===== src/rtl/a25_cache_flush_ctrl_if.sv =====
// Flush-controller bundle: request/handshake inputs from core, CP15 and tag RAM,
// plus the tag-clear write port and the status outputs.
interface a25_cache_flush_ctrl_if #(
  parameter int LINE_W = 8,
  parameter int WAYS   = 4
);
  logic              i_flush_req;
  logic              i_disrupt_req;
  logic              i_cache_enable;
  logic              i_core_quiet;
  logic              i_tag_ready;
  logic              o_busy;
  logic              o_stall;
  logic              o_tag_wen;
  logic [LINE_W-1:0] o_tag_addr;
  logic [WAYS-1:0]   o_way_sel;
  logic              o_done;
  logic [15:0]       o_flush_count;

  modport master (
    output i_flush_req, i_disrupt_req, i_cache_enable, i_core_quiet, i_tag_ready,
    input  o_busy, o_stall, o_tag_wen, o_tag_addr, o_way_sel, o_done, o_flush_count
  );

  modport slave (
    input  i_flush_req, i_disrupt_req, i_cache_enable, i_core_quiet, i_tag_ready,
    output o_busy, o_stall, o_tag_wen, o_tag_addr, o_way_sel, o_done, o_flush_count
  );
endinterface


===== src/rtl/a25_cache_flush_ctrl.sv =====
// Amber 25 cache flush sequencer: stalls the core, waits for quiet, then clears
// every tag line across all ways under a ready handshake, coalescing overlapping requests.
module a25_cache_flush_ctrl #(
  parameter int LINES  = 256,
  parameter int LINE_W = 8,
  parameter int WAYS   = 4
) (
  input  logic clk,
  input  logic reset,
  a25_cache_flush_ctrl_if.slave bus
);

  typedef enum logic [1:0] {IDLE, DRAIN, CLEAR, DONE} state_t;

  localparam logic [LINE_W-1:0] LAST_IDX = LINE_W'(LINES - 1);

  state_t            state_q;
  logic              pending_q;
  logic [LINE_W-1:0] index_q;
  logic              busy_q;
  logic              tag_wen_q;
  logic [LINE_W-1:0] tag_addr_q;
  logic [WAYS-1:0]   way_sel_q;
  logic              done_q;
  logic [15:0]       count_q;
  logic              trig;

  function automatic logic [15:0] sat_inc16(input logic [15:0] v);
    return (v == 16'hFFFF) ? v : v + 16'd1;
  endfunction

  // A disruptive-region hit only matters when the cache is actually on.
  assign trig = bus.i_flush_req | (bus.i_disrupt_req & bus.i_cache_enable);

  // Outputs are decoded from the next state so they line up with it.
  always_ff @(posedge clk or posedge reset) begin
    if (reset) begin
      state_q    <= IDLE;
      pending_q  <= 1'b0;
      index_q    <= '0;
      busy_q     <= 1'b0;
      tag_wen_q  <= 1'b0;
      tag_addr_q <= '0;
      way_sel_q  <= '0;
      done_q     <= 1'b0;
      count_q    <= '0;
    end else begin
      tag_wen_q  <= 1'b0;
      tag_addr_q <= '0;
      way_sel_q  <= '0;
      done_q     <= 1'b0;
      if (trig && (state_q == DRAIN || state_q == CLEAR)) pending_q <= 1'b1;
      case (state_q)
        IDLE: begin
          if (trig) begin
            state_q <= DRAIN;
            busy_q  <= 1'b1;
          end
        end
        DRAIN: begin
          if (bus.i_core_quiet) begin
            state_q    <= CLEAR;
            index_q    <= '0;
            tag_wen_q  <= 1'b1;
            tag_addr_q <= '0;
            way_sel_q  <= '1;
          end
        end
        CLEAR: begin
          if (bus.i_tag_ready && index_q == LAST_IDX) begin
            state_q <= DONE;
            done_q  <= 1'b1;
            count_q <= sat_inc16(count_q);
          end else if (bus.i_tag_ready) begin
            index_q    <= index_q + 1'b1;
            tag_wen_q  <= 1'b1;
            tag_addr_q <= index_q + 1'b1;
            way_sel_q  <= '1;
          end else begin
            tag_wen_q  <= 1'b1;
            tag_addr_q <= index_q;
            way_sel_q  <= '1;
          end
        end
        DONE: begin
          // A trigger landing in this cycle folds into the restart too.
          if (pending_q || trig) begin
            state_q   <= DRAIN;
            pending_q <= 1'b0;
          end else begin
            state_q <= IDLE;
            busy_q  <= 1'b0;
          end
        end
        default: begin
          state_q <= IDLE;
          busy_q  <= 1'b0;
        end
      endcase
    end
  end

  assign bus.o_busy        = busy_q;
  assign bus.o_stall       = busy_q;
  assign bus.o_tag_wen     = tag_wen_q;
  assign bus.o_tag_addr    = tag_addr_q;
  assign bus.o_way_sel     = way_sel_q;
  assign bus.o_done        = done_q;
  assign bus.o_flush_count = count_q;

endmodule

===== src/flat_wrapper.sv =====
// flat-port wrapper written by rule: the top's interface ports become plain ports
module a25_cache_flush_ctrl_flat 
#(
  parameter int LINES  = 256,
  parameter int LINE_W = 8,
  parameter int WAYS   = 4
)
  (clk, reset, bus_i_flush_req, bus_i_disrupt_req, bus_i_cache_enable, bus_i_core_quiet, bus_i_tag_ready, bus_o_busy, bus_o_stall, bus_o_tag_wen, bus_o_tag_addr, bus_o_way_sel, bus_o_done, bus_o_flush_count);
  a25_cache_flush_ctrl_if #(.LINE_W(LINE_W), .WAYS(WAYS)) bus_i ();
  input  logic clk;
  input  logic reset;
  input wire logic [$bits(bus_i.i_flush_req)-1:0] bus_i_flush_req;
  input wire logic [$bits(bus_i.i_disrupt_req)-1:0] bus_i_disrupt_req;
  input wire logic [$bits(bus_i.i_cache_enable)-1:0] bus_i_cache_enable;
  input wire logic [$bits(bus_i.i_core_quiet)-1:0] bus_i_core_quiet;
  input wire logic [$bits(bus_i.i_tag_ready)-1:0] bus_i_tag_ready;
  output wire logic [$bits(bus_i.o_busy)-1:0] bus_o_busy;
  output wire logic [$bits(bus_i.o_stall)-1:0] bus_o_stall;
  output wire logic [$bits(bus_i.o_tag_wen)-1:0] bus_o_tag_wen;
  output wire logic [$bits(bus_i.o_tag_addr)-1:0] bus_o_tag_addr;
  output wire logic [$bits(bus_i.o_way_sel)-1:0] bus_o_way_sel;
  output wire logic [$bits(bus_i.o_done)-1:0] bus_o_done;
  output wire logic [$bits(bus_i.o_flush_count)-1:0] bus_o_flush_count;
  assign bus_i.i_flush_req = bus_i_flush_req;
  assign bus_i.i_disrupt_req = bus_i_disrupt_req;
  assign bus_i.i_cache_enable = bus_i_cache_enable;
  assign bus_i.i_core_quiet = bus_i_core_quiet;
  assign bus_i.i_tag_ready = bus_i_tag_ready;
  assign bus_o_busy = bus_i.o_busy;
  assign bus_o_stall = bus_i.o_stall;
  assign bus_o_tag_wen = bus_i.o_tag_wen;
  assign bus_o_tag_addr = bus_i.o_tag_addr;
  assign bus_o_way_sel = bus_i.o_way_sel;
  assign bus_o_done = bus_i.o_done;
  assign bus_o_flush_count = bus_i.o_flush_count;
  a25_cache_flush_ctrl #(.LINES(LINES), .LINE_W(LINE_W), .WAYS(WAYS)) u_core (.clk(clk), .reset(reset), .bus(bus_i));
endmodule

===== config.mk =====
export PLATFORM = sky130hd
export DESIGN_NAME = a25_cache_flush_ctrl_flat
export DESIGN_NICKNAME = d
export VERILOG_FILES = /design/src/rtl/a25_cache_flush_ctrl_if.sv /design/src/rtl/a25_cache_flush_ctrl.sv /design/src/flat_wrapper.sv
export SDC_FILE = /design/constraint.sdc
export NUM_CORES = 1
export LEC_CHECK = 0
export ABC_CLOCK_PERIOD_IN_PS = 2900
export BUFFER_PORTS_ARGS = -buffer_cell sky130_fd_sc_hd__buf_2
export CORE_MARGIN = 3
export CORE_UTILIZATION = 30
export CTS_BUF_LIST = sky130_fd_sc_hd__clkbuf_8
export DETAILED_ROUTE_END_ITERATION = 8
export PLACE_DENSITY = 0.6
export SYNTH_ARGS = -nofsm -noshare
export SYNTH_HDL_FRONTEND = slang
export SYNTH_SLANG_ARGS = --single-unit

===== constraint.sdc =====
create_clock -name clk -period 2.9 [get_ports clk]
set_clock_uncertainty 0.1 [all_clocks]
set_input_delay 0 -clock clk [delete_from_list [all_inputs] [get_ports clk]]
set_output_delay 0 -clock clk [all_outputs]
set_load 0.01 [all_outputs]

---- After elaboration in Yosys (flattened, before gate mapping) ----
Cells that the tools add are included.
word-level totals
  bits in registers ....................... 42
  bits in latches ......................... 0
  RAM bits ................................ 0
  memory bits (read-only) ................. 0
  output and inout bits ................... 32
  logic and storage cells ................. 60
  memories kept ........................... 0
operators by class
  add/sub/neg operators ................... 2
  $mul .................................... 0
  divide/modulo/power cells ............... 0
  order comparisons ....................... 0
  eq/ne operators ......................... 10
  shifts and indexed selects .............. 0
  muxes and demuxes ....................... 25
  bitwise operators ....................... 3
  reduce and logical (&&, ||, !) cells .... 11
operators with widths
  kind                                                              number
  8-bit 2-to-1 mux                                                  5
  16-bit by 1-bit adder with 16-bit output (second input constant)  1
  16-bit == test (second input constant)                            1
  8-bit one-hot mux with 2 select lines                             1
  3-bit AND reduction                                               4
  1-bit 2-to-1 mux                                                  10
  8-bit by 1-bit adder with 8-bit output (second input constant)    1
  8-bit == test (second input constant)                             1
  4-bit 2-to-1 mux                                                  2
  2-bit != test (second input constant)                             4
  2-bit one-hot mux with 4 select lines                             1
  4-bit one-hot mux with 2 select lines                             1
  2-bit 2-to-1 mux                                                  3
  2-bit == test (second input constant)                             2
  1-bit one-hot mux with 2 select lines                             2
  2-bit nonzero test                                                2
  2-bit by 1-bit == test with 1-bit output (second input constant)  1
  1-bit logical AND                                                 2
  2-bit zero test                                                   1
  1-bit logical OR                                                  2
  2-bit by 1-bit != test with 1-bit output (second input constant)  1
  1-bit bitwise AND                                                 1
  1-bit inverter                                                    1
  1-bit bitwise OR                                                  1

---- Depth between registers and ports, before layout ----
Gate-level depths: netlist of run 1.
  word-level depth ........................ 6
  mapped depth ............................ 8
  gate-level depth less buffers ........... 6

---- Worst setup path after synthesis of run 1 ----
No wires, ideal clock.
  path type ............................... reg-to-reg
  start point ............................. register u_core.state_q[0]
  end point ............................... register u_core.count_q[15] (netlist: u_core.bus.o_flush_count[15])
  setup time .............................. 0.125 ns
  arrival time ............................ 1.941 ns
  path slack .............................. 0.735 ns
  cell stages (with the launch flop) ...... 8
  path buffers ............................ 1
  clock period less this slack ............ 2.165 ns
  cells stage by stage .................... dfrtp_1 -> inv_1 -> ha_1 -> clkbuf_2 -> inv_1 -> or3_4 -> nor4_1 -> mux2_2
between the ends
  longest elaborated chain between the ends .. 2
ends and longest elaborated chain
  item                                  RTL line                    source
  start, declared                       a25_cache_flush_ctrl.sv:17  state_t state_q;
  start signal, assigned                a25_cache_flush_ctrl.sv:38  state_q <= IDLE;
  start signal, assigned                a25_cache_flush_ctrl.sv:56  state_q <= DRAIN;
  start signal, assigned                a25_cache_flush_ctrl.sv:62  state_q <= CLEAR;
  2-bit == test                         a25_cache_flush_ctrl.sv:53  case (state_q)
  3-bit AND reduction (no source line)  -
  end signal, assigned                  a25_cache_flush_ctrl.sv:73  count_q <= sat_inc16(count_q);
  end, declared                         a25_cache_flush_ctrl.sv:25  logic [15:0] count_q;
No other way between the ends.
A chain may end at the register's enable or synchronous reset.

---- Worst setup path after layout of run 1 ----
Ends and elaborated chain as after synthesis.

==> flow_summary.toml, run 1 <==
[grt]
grt_pass1_vias = 1463
grt_pass1_wl_mm = 6.975
grt_usage_pct = 11.77
antenna_found_initial = 0
grt_start_max_net_pins = 39
grt-ovfl-total = 0

[clock_network]
cts_buffer_depth = 2
numCtsBuffers = 5
post_cts.repair.setup_buffers = 0
ctsHoldBuffers = 4
htree_levels = 2
clk_latency_ns = 0.29
cts.sinks = 38
path_clk_slew_ns = 0.07
cts_tree = "yes"
cts_root_buf = "clkbuf_8"
post_cts_resized = 0

[sta]
finalSetupTns_ns = 0
rsz0062_at_grt = "false"
min_period_over_period_pct = 86.01
fmax_mhz = 400.9
tightest_slew_ns = 0.4666
finalSetupViolations = 0
max-slew-margin-rel_pct = 68.89
min_period_ns = 2.494
slew_violations = 0
hold_violations = 0

[floorplan]
fp.coreArea_mm2 = 0.006422
fp.dieW_um = 88.10
ios = 39
die_area_mm2 = 0.007761
rows = 29
initial_core_util_pct = 31.48
die_height_um = 88.10

[min_path]
hold_path_end = "u_core.pending_q$_DFF_PP0_"
min_delay_path_depth = 4
hold_start = "bus_i_disrupt_req"
hold_class = "input port to flip-flop"

[synth]
yosysSeqAreaShare_pct = 47.03
ys_async_sr_fraction_pct = 100.0
syn_area_mm2 = 0.002022
netlist.top_cell.by_area = "dfrtp_1"
synth_top_area_share_pct = 47.03
synth.net_count = 206
synth-seq-cells = 38
ys_types = 46
synth-edff-count = 0
ys_warn_count = 0
netlist_instances = 192
synthTopCellsByArea = "dfrtp_1, xor2_1, ha_1"
synth_flop_cell = "dfrtp_1"
ys_top_cells_by_count = "dfrtp_1, xor2_1, nand2_1, a21oi_1, nor2_1"
yosysMostFrequentCell = "dfrtp_1"
avgSynthCellArea_um2 = 10.53

[critical_path]
cp_slowest_cell = "or3_4"
reg2reg_depth = 6
worstSetupPathType = "flip-flop to flip-flop"
startpoint = "u_core.state_q[0]$_DFFE_PP0P_"
rrSetupSlack_ns = 0.41
slowest_delay_ns = 0.52
required_ns = 2.97
start_kind = "flip-flop"
cp-end-kind = "flip-flop"
r2r_end = "u_core.bus.o_flush_count[15]$_DFFE_PP0P_"
r2r_start = "u_core.state_q[0]$_DFFE_PP0P_"
crit_path_max_fanout = 13
crit_chain = "inv_1 > ha_1 > inv_1 > or3_4 > nor4_1 > mux2_2"
critPathMostFrequentCell = "inv_1"
critical_path_arrival_ns = 2.57

[route]
wl_per_cell_um = 13.29
dr.pass1.iters = 4
via_per_inst = 5.035
num_vias = 1571
drcViolationCount = 0
ant_nets = 0
drt_iter0_markers = 46
drt_wl_total_mm = 4.146

[placement]
globalplace.congestion = 0.7504
portBuffers = 38
place_hpwl_mm = 3.019
place_area_mm2 = 0.002266

[layout]
nFillCells = 648
diodes = 0
nets = 248
drive_gt1_share_pct = 26.38
fin_area_mm2 = 0.002397
post-route-util_pct = 37.33
area_delta_synth_final_pct = 18.56

[pwr]
irDropWorstVdd_mv = 0.1547
powerDensity_mw_per_mm2 = 605.6
p_leak_nw = 1.233

[run]
maxCapViolations = 0

[outcome]
status = "complete, no violations"
worst max-delay path: cells and delay by family, from the launching register on:
family	cells	cell delay, ns
buf+inv	2	0.32
flops	1	0.41
fa+ha+maj	1	0.33
mux	1	0.37
simple gates	2	0.86
layout make-up:
cell class / count / area [µm²] / share of cell area, %
sequential: 38 / 950.9 / 39.67
inverter: 8 / 30.03 / 1.253
clock inverter: 2 / 8.758 / 0.3653
multi-input combinational: 135 / 968.4 / 40.40
timing repair buffer: 46 / 260.3 / 10.86
clock buffer: 6 / 82.58 / 3.445
tap: 77 / 96.34 / 4.019
layer usage:
metal	wire length, µm	track usage [%]	up-vias	share of wire, %
li1	-	-	773	-
met5	0	0	-	0
met3	247	3.951	4	6.0
met4	77	5.495	0	1.9
met2	1838	17.33	43	44
met1	1984	15.61	751	48
cells by family after synthesis:
kind of cell             count (synthesis)  synth area share [%]
flip-flops                              38                 47.03
adder cells (fa/ha/maj)                  7                 4.331
buffers and inverters                   19                 5.074
AND/OR/NAND/NOR                         71                 22.09
multiplexers                             7                 3.775
AO/OA/AOI/OAI                           32                 9.901
XOR/XNOR                                18                 7.797
state kept, by name (all words and copies together), names as in the netlist:
name / flops
u_core.pending_q: 1
u_core.index_q: 8
u_core.bus.o_done: 1
u_core.bus.o_way_sel: 1
u_core.bus.o_flush_count: 16
u_core.state_q: 2
u_core.bus.o_tag_addr: 8
u_core.bus.o_busy: 1
power by group:
part	switching (mW)	internal [mW]	total, mW
clock network	0.181	0.188	0.369
registers	0.0387	0.576	0.615
logic	0.279	0.189	0.468
total	0.498	0.953	1.45
through the flow:
| stage | power (mW) | hold slack, ns | setup slack, ns | cells |
|---|---|---|---|---|
| final | 1.452 | 0.01661 | 0.4058 | 312 |
| after global routing | 1.556 | 0.05223 | 0.2635 | 312 |
| after CTS | 1.473 | 0.009935 | 0.3752 | 312 |
| after detailed placement | 1.092 | 0.04846 | 0.3857 | 300 |
| after global placement | 1.088 | 0.04360 | 0.4846 | 300 |
| after floorplan | 0.9842 | 0.05026 | 0.7345 | 192 |
how the worst max path moves through the flow:
stage	endpoint	slack, ns	cells after the start
floorplan	u_core.bus.o_flush_count[15]$_DFFE_PP0P_	0.73	7
global placement	u_core.bus.o_flush_count[15]$_DFFE_PP0P_	0.48	6
detailed placement	u_core.bus.o_flush_count[15]$_DFFE_PP0P_	0.39	6
CTS	u_core.bus.o_flush_count[15]$_DFFE_PP0P_	0.38	6
global route	u_core.bus.o_flush_count[15]$_DFFE_PP0P_	0.26	6
finish	u_core.bus.o_flush_count[15]$_DFFE_PP0P_	0.41	6
placed cells by master, fill, tap and decap left out, drive strengths merged, types with 5 or more instances in the layout:
cell and count:
a21oi 11, ha 7, nor2 11, dfrtp 38, nor4 7, nand3 9, xor2 15, buf 42
nand4 9, inv 9, or3 5, clkbuf 6, o21ai 8, nand2 12, nor3 7, mux2 5
(Power assumes the default switching activity.)
==> run 2, diff against run 1 <==
MAX_ROUTING_LAYER = met4   (was unset)
==> flow_summary.toml, run 2 (synthesis gave the netlist of run 1 again) <==
[outcome]
status = "complete, no violations"

[sta]
finalSetupTns_ns = 0
tightest_slew_ns = 0.4722
slew_violations = 0
hold_violations = 0
min_period_ns = 2.491
fin_ws_ns = 0.4086
fin_hold_ws_ns = 0.01640
rsz0062_at_grt = "false"
min_period_over_period_pct = 85.91
max-slew-margin-rel_pct = 68.52
finalSetupViolations = 0
fmax_mhz = 401.4

[critical_path]
cp-end-kind = "flip-flop"
critPathBufInv = 2
cp_top_family = "simple AND/OR/NAND/NOR gates"
critPathMostFrequentCell = "inv_1"
critical_path_arrival_ns = 2.57
slowest_delay_ns = 0.52
required_ns = 2.97
crit_chain = "inv_1 > ha_1 > inv_1 > or3_4 > nor4_1 > mux2_2"
crit_path_max_fanout = 13
start_kind = "flip-flop"
worstSetupPathType = "flip-flop to flip-flop"
cp_slowest_cell = "or3_4"

[floorplan]
rows = 29
ios = 39
initial_core_util_pct = 31.48
die_area_mm2 = 0.007761
die_height_um = 88.10
fp.dieW_um = 88.10
fp.coreArea_mm2 = 0.006422

[route]
wl_met2_mm = 1.842
num_vias = 1562
met3_length_um = 235
drt_wl_total_mm = 4.154
dr.pass1.iters = 4
maxUsedRoutingLayer = "met4"
via_per_inst = 5.006
ant_nets = 0
wl_per_cell_um = 13.31
drcViolationCount = 0
wl_met1_mm = 2.000
drt_iter0_markers = 48

[grt]
grt_usage_pct = 12.13
grt-ovfl-total = 0
grt_pass1_wl_mm = 6.982
antenna_found_initial = 0
grt_pass1_vias = 1463
grt_start_max_net_pins = 39

[run]
maxCapViolations = 0

[layout]
nets = 248
multiInputGateArea_um2 = 968.4
fin_area_mm2 = 0.002397
largest_register_ffs = 16
nFillCells = 648
area_delta_synth_final_pct = 18.56
mostFrequentLayoutCells = "buf_2, dfrtp_1, xor2_1"
diodes = 0
regArea_um2 = 950.9
drive_gt1_share_pct = 26.38

[placement]
globalplace.congestion = 0.7600
portBuffers = 38
post-place-ws_ns = 0.3857
place_area_mm2 = 0.002266
place_hpwl_mm = 3.019

[clock_network]
cts.sinks = 38
numCtsBuffers = 5
cts_tree = "yes"
post_cts_resized = 0
ctsHoldBuffers = 4
cts_root_buf = "clkbuf_8"
post_cts.repair.setup_buffers = 0
htree_levels = 2
path_clk_slew_ns = 0.07
clk_latency_ns = 0.29
cts_buffer_depth = 2

[pwr]
powerDensity_mw_per_mm2 = 605.5
p_total_mw = 1.451
irDropWorstVdd_mv = 0.1549
p_leak_nw = 1.233

[min_path]
hold_class = "input port to flip-flop"
run 2: cell counts in the layout (fill, tap and decap cells not counted):
Identical to the previous run, type by type.
run 2: report_power, final:
group	switching [mW]	internal [mW]	total, mW
clock network	0.180	0.188	0.369
logic	0.279	0.189	0.469
registers	0.0385	0.576	0.614
total	0.498	0.953	1.45
run 2: final timing paths:
| path | from | to | slack (ns) | cells past startpoint |
|---|---|---|---|---|
| worst max-delay path | u_core.state_q[0]$_DFFE_PP0P_ | u_core.bus.o_flush_count[15]$_DFFE_PP0P_ | 0.41 | 6 |
| worst min-delay path | bus_i_disrupt_req | u_core.pending_q$_DFF_PP0_ | 0.02 | 4 |
| max in group asynchronous | reset | u_core.state_q[1]$_DFFE_PP0P_ | 2.11 | 4 |
| worst max register to register | u_core.state_q[0]$_DFFE_PP0P_ | u_core.bus.o_flush_count[15]$_DFFE_PP0P_ | 0.41 | 6 |
| worst min register to register | u_core.bus.o_flush_count[14]$_DFFE_PP0P_ | u_core.bus.o_flush_count[14]$_DFFE_PP0P_ | 0.39 | 1 |
| min in group asynchronous | reset | u_core.bus.o_done$_DFF_PP0_ | 0.27 | 4 |
run 2: routing by layer:
layer	vias up	GRT usage, %
met5	-	-
met4	0	5.495
met3	4	3.951
met2	39	17.26
met1	746	15.67
li1	773	-
run 2: cell type report:
type | count | area share (%)
clock inverter | 2 | 0.3653
timing repair buffer | 46 | 10.86
clock buffer | 6 | 3.445
sequential | 38 | 39.67
multi-input combinational | 135 | 40.40
tap | 77 | 4.019
inverter | 8 | 1.253
run 2: worst register-to-register path, cell delays in order (launching register included):
cell and delay [ns]:
dfrtp_1 0.41, inv_1 0.13, ha_1 0.33, inv_1 0.18
or3_4 0.52, nor4_1 0.34, mux2_2 0.37
run 2: stage by stage:
step                      util, %  std cells
final                       37.33        312
after global routing        37.33        312
after CTS                   37.33        312
after detailed placement    35.28        300
after global placement      35.28        300
after floorplan                 -        192
